**config.mk**
```make
export PLATFORM = sky130hd
export DESIGN_NAME = dma_bus_engine
export DESIGN_NICKNAME = d
export VERILOG_FILES = /design/src/rtl/dma_bus_engine.sv
export SDC_FILE = /design/constraint.sdc
export NUM_CORES = 1
export LEC_CHECK = 0
export ABC_AREA = 1
export BUFFER_PORTS_ARGS = -buffer_cell sky130_fd_sc_hd__buf_2
export CORE_UTILIZATION = 54
export DETAILED_ROUTE_END_ITERATION = 12
export PLACE_DENSITY = 0.86
export SLEW_MARGIN = 40
export SYNTH_ARGS = -nofsm -noshare
export SYNTH_HDL_FRONTEND = slang
export SYNTH_SLANG_ARGS = --single-unit
```
**constraint.sdc**
```tcl
create_clock -name clk_i -period 3.7 [get_ports clk_i]
set_clock_uncertainty 0.15 [all_clocks]
set_input_delay 0.185 -clock clk_i [delete_from_list [all_inputs] [get_ports clk_i]]
set_output_delay 0.185 -clock clk_i [all_outputs]
set_load 0.05 [all_outputs]
```
**src/rtl/dma_bus_engine.sv**
```systemverilog
// dma_bus_engine: block DMA between the system bus and port B of the CI scratch memory.
// Multi-word bursts only when DMA_BUS_ENGINE_BURST_EN is defined, otherwise one word per transaction.
module dma_bus_engine #(
  parameter int MEM_ADDR_BITS = 9,
  parameter int MAX_BURST = 16
) (
  input  logic                     clk_i,
  input  logic                     rst_ni,
  input  logic                     cfg_we_i,
  input  logic [2:0]               cfg_sel_i,
  input  logic [31:0]              cfg_data_i,
  output logic [1:0]               status_o,
  output logic [MEM_ADDR_BITS-1:0] sram_address_o,
  output logic                     sram_write_enable_o,
  output logic [31:0]              sram_data_o,
  input  logic [31:0]              sram_data_i,
  output logic                     request_bus_o,
  input  logic                     bus_grant_i,
  output logic                     begin_transaction_o,
  output logic [31:0]              address_data_o,
  output logic                     read_not_write_o,
  output logic [7:0]               burst_size_o,
  output logic [3:0]               byte_enables_o,
  output logic                     data_valid_o,
  output logic                     end_transaction_o,
  input  logic [31:0]              address_data_i,
  input  logic                     data_valid_i,
  input  logic                     end_transaction_i,
  input  logic                     busy_i,
  input  logic                     bus_error_i
);
`ifdef DMA_BUS_ENGINE_BURST_EN
  localparam bit BurstEn = 1'b1;
`else
  localparam bit BurstEn = 1'b0;
`endif
  localparam logic [MEM_ADDR_BITS-1:0] MemOne = 1;
  typedef enum logic [2:0] {IDLE, REQUEST, BEGIN, READ, WRITE, NEXT} state_e;
  state_e state_q, state_d;
  logic [31:0] bus_start_q, bus_addr_q, bus_addr_d;
  logic [MEM_ADDR_BITS-1:0] mem_start_q, mem_addr_q, mem_addr_d;
  logic [9:0] block_size_q, remain_q, remain_d, cnt_q, cnt_d, max_n, n;
  logic [7:0] burst_size_q;
  logic dir_q, dir_d, err_q, err_d, start, accept;
  assign max_n = BurstEn ? ((burst_size_q > 8'(MAX_BURST - 1)) ? 10'(MAX_BURST) : {2'b00, burst_size_q} + 10'd1) : 10'd1;
  assign n = (remain_q < max_n) ? remain_q : max_n;
  assign start = cfg_we_i && state_q == IDLE && cfg_sel_i == 3'd4 && (cfg_data_i[0] || cfg_data_i[1]) && block_size_q != 10'd0;
  assign accept = data_valid_o && !busy_i;
  assign status_o = {err_q, state_q != IDLE};
  assign request_bus_o = state_q == REQUEST || state_q == BEGIN || state_q == READ || state_q == WRITE;
  assign begin_transaction_o = state_q == BEGIN;
  assign read_not_write_o = (state_q == BEGIN || state_q == READ) && dir_q;
  assign burst_size_o = (state_q == BEGIN) ? 8'(n - 10'd1) : 8'd0;
  assign byte_enables_o = (state_q == BEGIN || state_q == READ || state_q == WRITE) ? 4'hF : 4'h0;
  assign data_valid_o = state_q == WRITE && cnt_q != n;
  assign end_transaction_o = state_q == WRITE && (cnt_q == n || bus_error_i);
  assign address_data_o = (state_q == BEGIN) ? bus_addr_q : data_valid_o ? sram_data_i : 32'd0;
  assign sram_write_enable_o = state_q == READ && data_valid_i && !bus_error_i;
  assign sram_data_o = sram_write_enable_o ? address_data_i : 32'd0;
  // Presents next word's address on acceptance so its data is ready the following cycle
  assign sram_address_o = accept ? mem_addr_q + MemOne : mem_addr_q;
  always_comb begin
    state_d = state_q;
    bus_addr_d = bus_addr_q;
    mem_addr_d = mem_addr_q;
    remain_d = remain_q;
    cnt_d = cnt_q;
    dir_d = dir_q;
    err_d = err_q;
    if (bus_error_i && state_q != IDLE) begin
      state_d = IDLE;
      err_d = 1'b1;
    end else begin
      case (state_q)
        IDLE: if (start) begin
          state_d = REQUEST;
          bus_addr_d = bus_start_q;
          mem_addr_d = mem_start_q;
          remain_d = block_size_q;
          dir_d = cfg_data_i[0];
          err_d = 1'b0;
        end
        REQUEST: state_d = bus_grant_i ? BEGIN : REQUEST;
        BEGIN: begin
          state_d = dir_q ? READ : WRITE;
          cnt_d = 10'd0;
        end
        READ: begin
          mem_addr_d = data_valid_i ? mem_addr_q + MemOne : mem_addr_q;
          state_d = end_transaction_i ? NEXT : READ;
        end
        WRITE: begin
          mem_addr_d = accept ? mem_addr_q + MemOne : mem_addr_q;
          cnt_d = accept ? cnt_q + 10'd1 : cnt_q;
          state_d = (cnt_q == n) ? NEXT : WRITE;
        end
        NEXT: begin
          bus_addr_d = bus_addr_q + {20'd0, n, 2'b00};
          remain_d = remain_q - n;
          state_d = (remain_q == n) ? IDLE : REQUEST;
        end
        default: state_d = IDLE;
      endcase
    end
  end
  always_ff @(posedge clk_i or negedge rst_ni) begin
    if (!rst_ni) begin
      state_q <= IDLE;
      bus_start_q <= 32'd0;
      mem_start_q <= '0;
      block_size_q <= 10'd0;
      burst_size_q <= 8'd0;
      bus_addr_q <= 32'd0;
      mem_addr_q <= '0;
      remain_q <= 10'd0;
      cnt_q <= 10'd0;
      dir_q <= 1'b0;
      err_q <= 1'b0;
    end else begin
      state_q <= state_d;
      bus_addr_q <= bus_addr_d;
      mem_addr_q <= mem_addr_d;
      remain_q <= remain_d;
      cnt_q <= cnt_d;
      dir_q <= dir_d;
      err_q <= err_d;
      if (cfg_we_i && state_q == IDLE) begin
        if (cfg_sel_i == 3'd0) bus_start_q <= {cfg_data_i[31:2], 2'b00};
        if (cfg_sel_i == 3'd1) mem_start_q <= cfg_data_i[MEM_ADDR_BITS-1:0];
        if (cfg_sel_i == 3'd2) block_size_q <= cfg_data_i[9:0];
        if (cfg_sel_i == 3'd3) burst_size_q <= cfg_data_i[7:0];
      end
    end
  end
endmodule

```
==> After elaboration in Yosys (flattened, before gate mapping) <==
Index checks and enable logic that the tools add are counted.
{ "classes": {"n_div": 0, "order_cmp": 1, "eq_ne": 15, "mux": 27, "bitwise_logic": 1, "n_reduce_logical": 37, "mul": 0, "shift": 0, "n_addsub": 5} }
{ "ops": {"columns": ["operator", "count"], "rows": [
  ["two-way mux 32 bit", 4],
  ["one-hot mux 32 bit (2 select lines)", 1],
  ["one-hot mux 10 bit (2 select lines)", 2],
  ["adder 32 x 12 -> 32 bit", 1],
  ["two-way mux 10 bit", 3],
  ["two-way mux 9 bit", 3],
  ["one-hot mux 9 bit (3 select lines)", 1],
  ["== test 10 bit", 2],
  ["one-hot mux 3 bit (6 select lines)", 1],
  ["two-way mux 3 bit", 4],
  ["logical AND 1 bit", 11],
  ["adder 10 x 1 -> 10 bit, second input constant", 1],
  ["< comparator 10 x 1 -> 1 bit, second input constant", 1],
  ["!= test 10 bit", 1],
  ["nonzero test 10 bit", 1],
  ["subtractor 10 bit", 1],
  ["adder 9 x 1 -> 9 bit, second input constant", 1],
  ["== test 3 x 2 -> 1 bit, second input constant", 3],
  ["== test 3 bit, second input constant", 3],
  ["AND reduction 3 bit", 3],
  ["two-way mux 8 bit", 1],
  ["AND reduction 2 bit", 4],
  ["nonzero test 2 bit", 4],
  ["subtractor 8 x 1 -> 8 bit, second input constant", 1],
  ["other kinds (12)", 28]
]} }
{ "word_totals": {"inputBits": 107, "latch_bits": 0, "ff_bits": 115, "ramBits": 0, "mem_bits_ro": 0, "mem_count": 0, "out_inout_bits": 93, "wordCells": 96} }

==> Longest topological paths before layout <==
{ "depth": {"depth_word": 8, "mapped_depth": 17} }

==> Worst setup path before layout <==
Ideal clock, no wire load.
{ "synth_path": {"kind": "flip-flop to output port", "startpoint": "reg state_q[2]", "endpoint": "out sram_data_o[10]", "stages_incl_launch_ff": 7, "t_required_ps": 3365, "n_path_buf": 1, "arrival_time_ps": 2953, "path_slack_ps": 412, "path_cell_list": "dfrtp_1 > nor2_1 > nand2_1 > nor3_1 > inv_1 > clkbuf_1 > nor2_1"} }
{ "synth_between": {"elab_chain_cells": 4} }
{ "synth_rtl": {"columns": ["item", "line", "source"], "rows": [
  ["from (decl)", "39", "state_e state_q, state_d;"],
  ["from (signal assigned)", "120", "state_q <= state_d;"],
  ["== test 3 x 2 -> 1 bit", "58", "assign sram_write_enable_o = state_q == READ && data_valid_i && !bus_error_i;"],
  ["logical AND 1 bit (2 in a row)", "58", null],
  ["net sram_write_enable_o", "14", "output logic sram_write_enable_o,"],
  ["two-way mux 32 bit", "59", "assign sram_data_o = sram_write_enable_o ? address_data_i : 32'd0;"],
  ["to (decl)", "15", "output logic [31:0] sram_data_o,"]
]} }
The timed path passes the listed nets, and every way through them passes these cells.

==> Worst setup path after layout <==
{ "layout_path": {"startpoint": "reg remain_q[6]", "endpoint": "out address_data_o[19]"} }
{ "layout_between": {"elab_chain_cells": 6} }
{ "layout_rtl": {"columns": ["item", "line", "source"], "rows": [
  ["from (decl)", "42", "logic [9:0] block_size_q, remain_q, remain_d, cnt_q, cnt_d, max_n, n;"],
  ["from (signal assigned)", "123", "remain_q <= remain_d;"],
  ["< comparator 10 x 1 -> 1 bit", "46", "assign n = (remain_q < max_n) ? remain_q : max_n;"],
  ["two-way mux 10 bit *", "46", null],
  ["!= test 10 bit *", "55", "assign data_valid_o = state_q == WRITE && cnt_q != n;"],
  ["logical AND 1 bit *", "55", null],
  ["two-way mux 32 bit * (2 in a row)", "57", "assign address_data_o = (state_q == BEGIN) ? bus_addr_q : data_valid_o ? sram_data_i : 32'd0;"],
  ["to (decl)", "20", "output logic [31:0] address_data_o,"]
]} }
Mark *: on every way between the ends. The rest lies on a longest branch, timed or not.

==> run_results.csv <==
group,metric,value,unit
final_layout,layout-drive-gt1-share,0.1940,
drt,totalWireLength,23.23,mm
drt,first_pass_iters,6,
setup_path,reg2reg_to,"bus_addr_q[10]",
outcome,status,"complete, no violations",
timing,finalSetupViolCount,0,
placement,gp_congestion,0.9457,
logic_synthesis,synth_seq_cells,113,
logic_synthesis,synth_edf_count,0,
clock_tree,htree_levels,4,
logic_synthesis,yosys.area_share.simple,0.3255,
logic_synthesis,synthAdderAreaFrac,0.02534,
global_routing,grt_pass1_vias,7798,
global_routing,grt_pass1_wl,37.14,mm
logic_synthesis,synth_top_family_by_area,"simple AND/OR/NAND/NOR gates",
clock_tree,cts_root_buf,"clkbuf_16",
setup_path,arrival,3060,ps
logic_synthesis,synth_top_cell_area_share,0.3671,
logic_synthesis,yosysUniqueCellTypes,47,
setup_path,cp-startpoint,"remain_q[6]",
timing,whs,78.23,ps
timing,grt_setup_unrepaired,"no",
global_routing,grt_max_degree,65,
clock_tree,clk_pin_slew_worst_paths,60,ps
floorplan,io_pins,200,
logic_synthesis,postSynth.asyncResetShare,1.000,
timing,fmax,0.2943,GHz
setup_path,worstSetupStartpointType,"flip-flop",
final_layout,fin_area,9766,um2
logic_synthesis,yosys.area_share.xor_xnor,0.01705,
floorplan,rows,43,
global_routing,grt.overflow.total,0,
timing,fin_crit_sh,0.9182,
setup_path,r2r_slack,640,ps
clock_tree,cts_buffers,17,
logic_synthesis,synth_area_leader_cell,"dfrtp_1",
clock_tree,cts_max_path_buffers,2,
drt,wl_per_cell,14.92,um
global_routing,antenna_found_initial,0,
floorplan,die_h,121.4,um
floorplan,start_util,0.5550,
timing,worstMarginPinSlew,753.6,ps
final_layout,syn_to_final_growth,26.77,%
setup_path,worstPathRequired,3370,ps
timing,finalSetupTns,0,ps
final_layout,nets,1485,
logic_synthesis,syn_area_per_cell,6.775,um2
setup_path,criticalPathCategory,"reg2out",
logic_synthesis,synth_ff_type,"dfrtp_1",
drt,vias,8545,
logic_synthesis,yosys-mux-area-fraction,0.01316,
hold_path,whs_endpoint,"state_q[1]",
logic_synthesis,synthTopCellsByArea,"dfrtp_1 (37%), nand2_1 (13%), inv_1 (8.2%)",
timing,max-slew-margin-rel,0.4969,
hold_path,whs_path_depth,5,
logic_synthesis,synth_most_common_cell,"nand2_1",
drt,drc,0,
logic_synthesis,seq_area_frac_synth,0.3671,
logic_synthesis,syn_area,7704,um2
power_and_ir_drop,powerDensity,812.7,nW/um2
hold_path,holdCritPathClass,"in2reg",
setup_path,cp-end-kind,"output pin",
placement,dp.final_hpwl,15.93,mm
hold_path,min_from,"bus_grant_i",
job,cap_violations,0,
logic_synthesis,ys_top_cells_by_count,"nand2_1 (276), inv_1 (168), nor2_1 (121)",
floorplan,fp.dieW,121.4,um
power_and_ir_drop,total_power,7.937,mW
clock_tree,clock-sinks,113,
logic_synthesis,ys_warn_count,0,
placement,port_buffers,199,
global_routing,track_usage,0.3249,
clock_tree,cts_tree,"built",
setup_path,crit_fanout,31,
drt,ant_nets,0,
setup_path,reg2reg_from,"remain_q[3]",
timing,slew_viol_final,0,
power_and_ir_drop,irDropWorstVdd,0.7643,mV
logic_synthesis,synth_compound_area_frac,0.1368,
floorplan,die_area,14750,um2
clock_tree,clock_latency,420,ps
setup_path,reg2regPathDepth,15,
drt,viasPerCell,5.488,
logic_synthesis,synthCells,1137,
timing,min_period,3397,ps
drt,first_iter_violations,762,
floorplan,core,13880,um2
placement,postPlaceCellArea,8828,um2
power_and_ir_drop,power.leakage,5.146,nW
timing,hold_viol,0,
-- how the worst max path moves through the flow --
stage | endpoint | slack, ps | cells after the start
floorplan | sram_data_o[10] | 410 | 6
global placement | bus_addr_q[16] | 840 | 16
detailed placement | bus_addr_q[10] | 700 | 15
CTS | address_data_o[19] | 380 | 11
global route | address_data_o[16] | 100 | 11
finish | address_data_o[19] | 300 | 11
-- report_power, final --
part | switching, mW | internal (mW) | total (mW)
sequential | 0.449 | 1.81 | 2.26
combinational | 2.90 | 1.17 | 4.06
clock | 0.620 | 0.997 | 1.62
-- flip-flops by register name (all words and copies together) (netlist names) --
| signal | cells |
|---|---|
| err_q | 1 |
| dir_q | 1 |
| remain_q | 10 |
| block_size_q | 10 |
| mem_addr_q | 9 |
| bus_addr_q | 30 |
| bus_start_q | 30 |
| state_q | 3 |
| mem_start_q | 9 |
| cnt_q | 10 |
-- through the flow --
step / worst slack, ps / instances / util
after CTS: 383.3 / 1556 / 0.7034
after global placement: 840.4 / 1489 / 0.6360
after global routing: 104.8 / 1556 / 0.7034
after detailed placement: 695.9 / 1489 / 0.6360
after floorplan: 412.4 / 1146 / -
final: 302.7 / 1557 / 0.7035
-- what timing repair did --
action / 4_1_cts / 5_1_grt
setup buffers: 0 / 0
hold buffers: 35 / 0
hold endpoints to repair: 101 / 0
resized for setup: 0 / 0
-- critical path: stages (launching register included) --
cell	delay [ps]
dfrtp_1	410
nor2_1	180
nand2_1	110
inv_1	100
nand3_1	110
nand3_1	490
nand2_1	290
inv_1	130
buf_4	310
nand2_1	90
o21ai_0	90
buf_2	290
-- logic make-up (layout without fill, tap and decap cells) --
logic type | after synthesis | after routing
simple gates | 572 | 572
xor+xnor | 15 | 15
buf+inv | 219 | 449
mux | 9 | 9
flops | 113 | 113
compound gates | 192 | 192
fa+ha+maj | 15 | 15
other cells | 2 | 12
-- cell usage in the layout (no fill, tap or decap), types with 12 or more instances in the layout --
cell,n
a21oi_1,38
xor2_1,12
o21ai_0,114
clkbuf_16,17
nand3_1,101
nor2_1,120
inv_1,166
nand2_1,276
dfrtp_1,113
buf_4,12
nor3_1,16
nand4_1,24
dlygate4sd3_1,35
ha_1,14
buf_2,198
-- per-layer routing --
layer / up-vias / GRT usage / share of wire
met3: 80 / 0.07331 / 0.094
li1: 4111 / - / -
met2: 477 / 0.5227 / 0.47
met4: 0 / 0.1520 / 0.040
met1: 3877 / 0.4133 / 0.40
met5: - / 0 / 0
-- cell type report --
type / count / area (um2)
Clock inverter: 11 / 103.9
Timing Repair Buffer: 246 / 1451
Clock buffer: 21 / 480.5
Inverter: 171 / 641.9
Antenna cell: 1 / 2.502
Tap cell: 180 / 225.2
Sequential cell: 113 / 2828
Multi-Input combinational cell: 814 / 4033
Fill cell: 1130 / 4115
(Power assumes the default switching activity.)
